### src/rtl/display_pkg.sv
// display_pkg: shared types and constants for the 4-digit scan controller.
package display_pkg;
  typedef enum logic {BLANK, SHOW} scan_state_t;
  localparam int NUM_DIGITS = 4;
  localparam int NIBBLE_W = 4;
  function automatic logic [NIBBLE_W-1:0] nibble(input logic [NUM_DIGITS*NIBBLE_W-1:0] v, input logic [1:0] d);
    return v[{d, 2'b00} +: NIBBLE_W];
  endfunction
endpackage

### src/rtl/display_scan_ctrl_if.sv
// display_scan_ctrl_if: value/strobe inputs and registered digit-drive outputs of the scan controller.
interface display_scan_ctrl_if;
  import display_pkg::*;
  logic [NUM_DIGITS*NIBBLE_W-1:0] value;
  logic                           load;
  logic [NUM_DIGITS-1:0]          digit_en;
  logic [1:0]                     digit;
  logic [NIBBLE_W-1:0]            disp_digit;
  logic                           blank;
  logic                           frame_done;
  modport master (output value, load, digit_en, input digit, disp_digit, blank, frame_done);
  modport slave (input value, load, digit_en, output digit, disp_digit, blank, frame_done);
endinterface

### src/rtl/display_scan_ctrl_slot_timer.sv
// slot_timer: down-counter that reloads ld_val and pulses tc when it reaches zero.
module slot_timer #(
  parameter int W = 1,
  parameter logic [W-1:0] RST_VAL = '0
) (
  input  logic         clk,
  input  logic         reset,
  input  logic [W-1:0] ld_val,
  output logic         tc
);
  logic [W-1:0] cnt_q, cnt_d;
  assign tc = cnt_q == '0;
  always_comb cnt_d = tc ? ld_val : cnt_q - W'(1);
  always_ff @(posedge clk)
    if (reset) cnt_q <= RST_VAL;
    else cnt_q <= cnt_d;
endmodule

### src/rtl/display_scan_ctrl.sv
// display_scan_ctrl: blank/show digit scheduler with frame-synchronous value update.
// Optional LEADING_ZERO_SUPPRESS_EN blanks leading zero digits (digit 0 always shown).
module display_scan_ctrl
  import display_pkg::*;
#(
  parameter int DWELL_CYCLES = 12500,
  parameter int BLANK_CYCLES = 500
) (
  input logic clk,
  input logic reset,
  display_scan_ctrl_if.slave io
);
  localparam int MAXC = DWELL_CYCLES > BLANK_CYCLES ? DWELL_CYCLES : BLANK_CYCLES;
  localparam int CW = $clog2(MAXC + 1);
  localparam logic [CW-1:0] DWELL_LD = CW'(DWELL_CYCLES - 1);
  localparam logic [CW-1:0] BLANK_LD = CW'(BLANK_CYCLES > 0 ? BLANK_CYCLES - 1 : 0);
  localparam scan_state_t FIRST = BLANK_CYCLES > 0 ? BLANK : SHOW;
  scan_state_t state_q, state_d;
  logic [1:0] digit_q, digit_d;
  logic [NIBBLE_W-1:0] disp_digit_q, disp_digit_d;
  logic blank_q, blank_d, frame_done_q, frame_done_d;
  logic [NUM_DIGITS*NIBBLE_W-1:0] active_q, active_d, pending_q, pending_d;
  logic pending_valid_q, pending_valid_d;
  logic tc, end_show, suppress;
  logic [CW-1:0] ld_val;
  slot_timer #(.W(CW), .RST_VAL(BLANK_CYCLES > 0 ? BLANK_LD : DWELL_LD)) u_timer (
    .clk(clk), .reset(reset), .ld_val(ld_val), .tc(tc)
  );
  always_ff @(posedge clk) begin
    if (reset) begin
      state_q <= FIRST;
      digit_q <= '0;
      disp_digit_q <= '0;
      blank_q <= 1'b1;
      frame_done_q <= 1'b0;
      active_q <= '0;
      pending_q <= '0;
      pending_valid_q <= 1'b0;
    end else begin
      state_q <= state_d;
      digit_q <= digit_d;
      disp_digit_q <= disp_digit_d;
      blank_q <= blank_d;
      frame_done_q <= frame_done_d;
      active_q <= active_d;
      pending_q <= pending_d;
      pending_valid_q <= pending_valid_d;
    end
  end
  // The timer is reloaded with the length of whichever state follows its terminal count.
  always_comb begin
    end_show = tc && state_q == SHOW;
    state_d = tc ? ((state_q == SHOW && BLANK_CYCLES > 0) ? BLANK : SHOW) : state_q;
    digit_d = end_show ? digit_q + 2'd1 : digit_q;
    ld_val = state_d == BLANK ? BLANK_LD : DWELL_LD;
    frame_done_d = end_show && digit_q == 2'(NUM_DIGITS - 1);
    pending_d = io.load ? io.value : pending_q;
    pending_valid_d = !frame_done_q && (pending_valid_q || io.load);
    active_d = !frame_done_q ? active_q : io.load ? io.value : pending_valid_q ? pending_q : active_q;
  end
`ifdef LEADING_ZERO_SUPPRESS_EN
  assign suppress = digit_d != 2'd0 && (active_d >> {digit_d, 2'b00}) == '0;
`else
  assign suppress = 1'b0;
`endif
  always_comb begin
    blank_d = state_d == BLANK || !io.digit_en[digit_d] || suppress;
    disp_digit_d = nibble(active_d, digit_d);
  end
  assign io.digit = digit_q;
  assign io.disp_digit = disp_digit_q;
  assign io.blank = blank_q;
  assign io.frame_done = frame_done_q;
endmodule
### src/flat_wrapper.sv
// flat-port wrapper written by rule: the top's interface ports become plain ports
module display_scan_ctrl_flat import display_pkg::*;
#(
  parameter int DWELL_CYCLES = 12500,
  parameter int BLANK_CYCLES = 500
)
  (clk, reset, io_value, io_load, io_digit_en, io_digit, io_disp_digit, io_blank, io_frame_done);
  display_scan_ctrl_if io_i ();
  input logic clk;
  input logic reset;
  input wire logic [$bits(io_i.value)-1:0] io_value;
  input wire logic [$bits(io_i.load)-1:0] io_load;
  input wire logic [$bits(io_i.digit_en)-1:0] io_digit_en;
  output wire logic [$bits(io_i.digit)-1:0] io_digit;
  output wire logic [$bits(io_i.disp_digit)-1:0] io_disp_digit;
  output wire logic [$bits(io_i.blank)-1:0] io_blank;
  output wire logic [$bits(io_i.frame_done)-1:0] io_frame_done;
  assign io_i.value = io_value;
  assign io_i.load = io_load;
  assign io_i.digit_en = io_digit_en;
  assign io_digit = io_i.digit;
  assign io_disp_digit = io_i.disp_digit;
  assign io_blank = io_i.blank;
  assign io_frame_done = io_i.frame_done;
  display_scan_ctrl #(.DWELL_CYCLES(DWELL_CYCLES), .BLANK_CYCLES(BLANK_CYCLES)) u_core (.clk(clk), .reset(reset), .io(io_i));
endmodule
### config.mk
export PLATFORM = sky130hd
export DESIGN_NAME = display_scan_ctrl_flat
export DESIGN_NICKNAME = d
export VERILOG_FILES = /design/src/rtl/display_pkg.sv /design/src/rtl/display_scan_ctrl_if.sv /design/src/rtl/display_scan_ctrl_slot_timer.sv /design/src/rtl/display_scan_ctrl.sv /design/src/flat_wrapper.sv
export SDC_FILE = /design/constraint.sdc
export NUM_CORES = 1
export LEC_CHECK = 0
export ABC_CLOCK_PERIOD_IN_PS = 2800
export BUFFER_PORTS_ARGS = -buffer_cell sky130_fd_sc_hd__buf_2
export CAP_MARGIN = 40
export CORE_UTILIZATION = 41
export DETAILED_ROUTE_END_ITERATION = 12
export GPL_TIMING_DRIVEN = 0
export SLEW_MARGIN = 10
export SYNTH_ARGS = -nofsm -noshare
export SYNTH_HDL_FRONTEND = slang
export SYNTH_SLANG_ARGS = --single-unit
### constraint.sdc
create_clock -name clk -period 2.8 [get_ports clk]
set_input_delay 0.28 -clock clk [delete_from_list [all_inputs] [get_ports clk]]
set_output_delay 0.28 -clock clk [all_outputs]
set_load 0.01 [all_outputs]
==> metrics <==
synthesis-to-layout area growth 18.3%; r2r startpoint u_core.u_timer.cnt_q[7]; WL per Instance approximately 15 um; clock root buffer clkbuf_8; Net Count, Synth between 200 and 300; worst reg2reg path depth 7; largest area contributor in the netlist dfxtp_1; die area between 5000 and 6000 um^2; f_max between 300 and 400 MHz; HPWL after DPL 3500 um; Crit path required time 3.05 ns; Syn Area/Cell between 10 and 15 um^2; synthesized cell area 2330 um^2; Die W approximately 77 um; Worst Path Arrival around 3 ns; WHS Endpoint u_core.state_q; Worst Hold Depth 2; Synth warnings 0; final clock skew between 0.01 and 0.015 ns; antenna-violating nets left 0; combinational power share 0.076; Clock Path Buffers 2; DRC viols 0; CP endpoint kind flop; Worst Tran Pin Value 0.770 ns; vias per std cell approximately 5.4; CTS Buf Count 5; Rel. slew slack 0.486; peak supply drop 0.221 mV; antenna cell count 0; initial antenna violation count 0; initial core utilization 0.423; Critical Path Start Type flop; htree depth 2; Layout Utilization 0.500; clock latency on the worst-skew pair about 0.31 ns; Die Height around 77 um; largest net degree at the start of global routing 19; GRT overflow 0; MaxCap Viol Count 0; Psw 337 uW; Rows 27; Worst R2R End u_core.io.disp_digit[3]; most frequent cell after synthesis dfxtp_1; Top FF cell, synth dfxtp_1; Net Sw Frac 0.244; core area roughly 5500 um^2; post-synth top area share 0.481; status finished clean; Final Max Slew Viols 0; crit-path max FO 5; layout cell share with drive strength beyond 1 0.236; Seq pwr share 0.600; port bufs 29; Mapped Cells 226; kind of critical path flop to flop; clk sinks between 50 and 60; Clk pwr share 0.324; RSZ-0062 raised after global routing true; Internal Pwr Total around 1000 uW; CTS tree done; Hold Path Class primary input to flop; final setup margin 0.0539 ns; CP startpoint u_core.u_timer.cnt_q[7]; gpl congestion a little under 0.8; Final setup viols 0; Net count, final 292; Final period util 0.981; register area share after synthesis 0.481; Placement Setup Slack -0.326 ns; I/O pins 31; Post-synth EDFFs 0; Fin. Hold Viols 0; count of different cell masters after synthesis 33; Post-synth top cells dfxtp_1, nor2_1, mux2i_1; Leak Pwr roughly 0.0011 uW; global-route wire length before repair between 8000 and 9000 um; Synth async-reset ratio 0; number of detailed-route iterations in the first pass 4; initial DRC count 75; min Tclk post-route ~2.7 ns; Clock transition at path regs around 0.10 ns; Worst R2R Setup Slack about 0.054 ns; GRT Util Overall 0.179; CTS Hold Buffers Added 0; vias in the first global route between 1500 and 2000; Worst Min Path Start reset; Total Wirelength slightly below 5000 um; synth top area cells dfxtp_1, nor2_1, mux2i_1; cell area power density 501 nW/um^2; Seq cells post-synth 56; routed vias around 1800
metal layers:
metal  GRT usage  up-vias  routed length, um
met5           0        -                  0
met4      0.0453        0                 44
met3      0.0365        4                196
met2       0.295       44               2330
met1       0.241      876               2350
li1            -      908                  -
worst max-delay path, cell delays in order (launching register included):
cell     delay (ns)
dfxtp_2        0.35
or4_4          0.55
or3_4          0.38
nor3_4         0.27
ha_4           0.23
mux2i_4        0.28
mux4_2         0.54
nor2_2         0.09
cells in the final DEF (no fill, tap or decap), types with 2 or more instances in the layout:
cell type and count:
dfxtp_1 55, nor2_1 48, buf_2 31, mux2i_1 17
o32a_1 15, o221ai_1 15, clkbuf_1 11, nand2_1 9
mux4_2 5, clkbuf_8 5, xor2_1 4, xnor2_1 4
buf_4 4, or4_4 3, inv_1 3, nor3_1 3
buf_1 2, or2_2 2, a21oi_1 2, o21bai_1 2
o22a_1 2, ha_1 2, clkinvlp_4 2
state kept, by name (all words and copies together), names as in the netlist:
signal                  cells
u_core.active_q            16
u_core.pending_q           16
u_core.u_timer.cnt_q       14
u_core.io.disp_digit        4
u_core.io.digit             2
u_core.io.blank             1
u_core.io.frame_done        1
u_core.pending_valid_q      1
u_core.state_q              1
area by class of cell:
class	count	area [um^2]
plain buffers	15	58.8
clock buffers	5	68.8
clock inverters	3	23.8
fillers	500	2750
inverters	3	11.3
multi-input cells	152	1200
flip-flops and latches	56	1120
well taps	72	90.1
repair buffers	33	175
cell families after synthesis:
| logic type | after synthesis | share of synthesized area |
|---|---|---|
| buf+inv | 18 | 0.0301 |
| fa+ha+maj | 3 | 0.0161 |
| compound gates | 39 | 0.148 |
| xor+xnor | 9 | 0.0339 |
| mux | 24 | 0.132 |
| flops | 56 | 0.481 |
| simple gates | 77 | 0.159 |
metrics by stage:
stage | power (uW) | instance area [um^2] | std cells | hold WS, ns | TNS (ns)
finish | 1380 | 2750 | 339 | 0.180 | 0
global route | 1450 | 2750 | 339 | 0.170 | -0.0331
CTS | 1400 | 2730 | 337 | 0.170 | 0
detailed placement | 952 | 2570 | 327 | 0.407 | -1.45
global placement | 949 | 2570 | 327 | 0.400 | -1.40
floorplan | 915 | 2330 | 226 | 0.363 | 0
timing repair:
item                       in CTS  in global routing
setup endpoints to repair       5                  4
setup buffers                   2                  2
pin swaps                       1                  2
gates resized for setup         7                  4
power groups by stage:
| stage | registers [uW] | clock network, uW | logic (uW) |
|---|---|---|---|
| 3_5_place_dp | 847 | 0 | 105 |
| 5_1_grt | 833 | 496 | 117 |
| 2_1_floorplan | 844 | 0 | 70.7 |
| 4_1_cts | 829 | 463 | 105 |
| 3_3_place_gp | 847 | 0 | 102 |
| 6_report | 829 | 447 | 104 |
worst max path at each step:
stage | endpoint | slack [ns] | depth (start not counted)
3_3_place_gp | u_core.io.disp_digit[3] | -0.30 | 7
6_report | u_core.io.disp_digit[3] | 0.05 | 7
5_1_grt | u_core.io.disp_digit[3] | -0.03 | 7
4_1_cts | u_core.io.disp_digit[3] | 0.006 | 7
2_1_floorplan | u_core.io.disp_digit[3] | 0.01 | 7
3_5_place_dp | u_core.io.disp_digit[2] | -0.33 | 7
No activity file was read; power rests on OpenSTA's default activity.
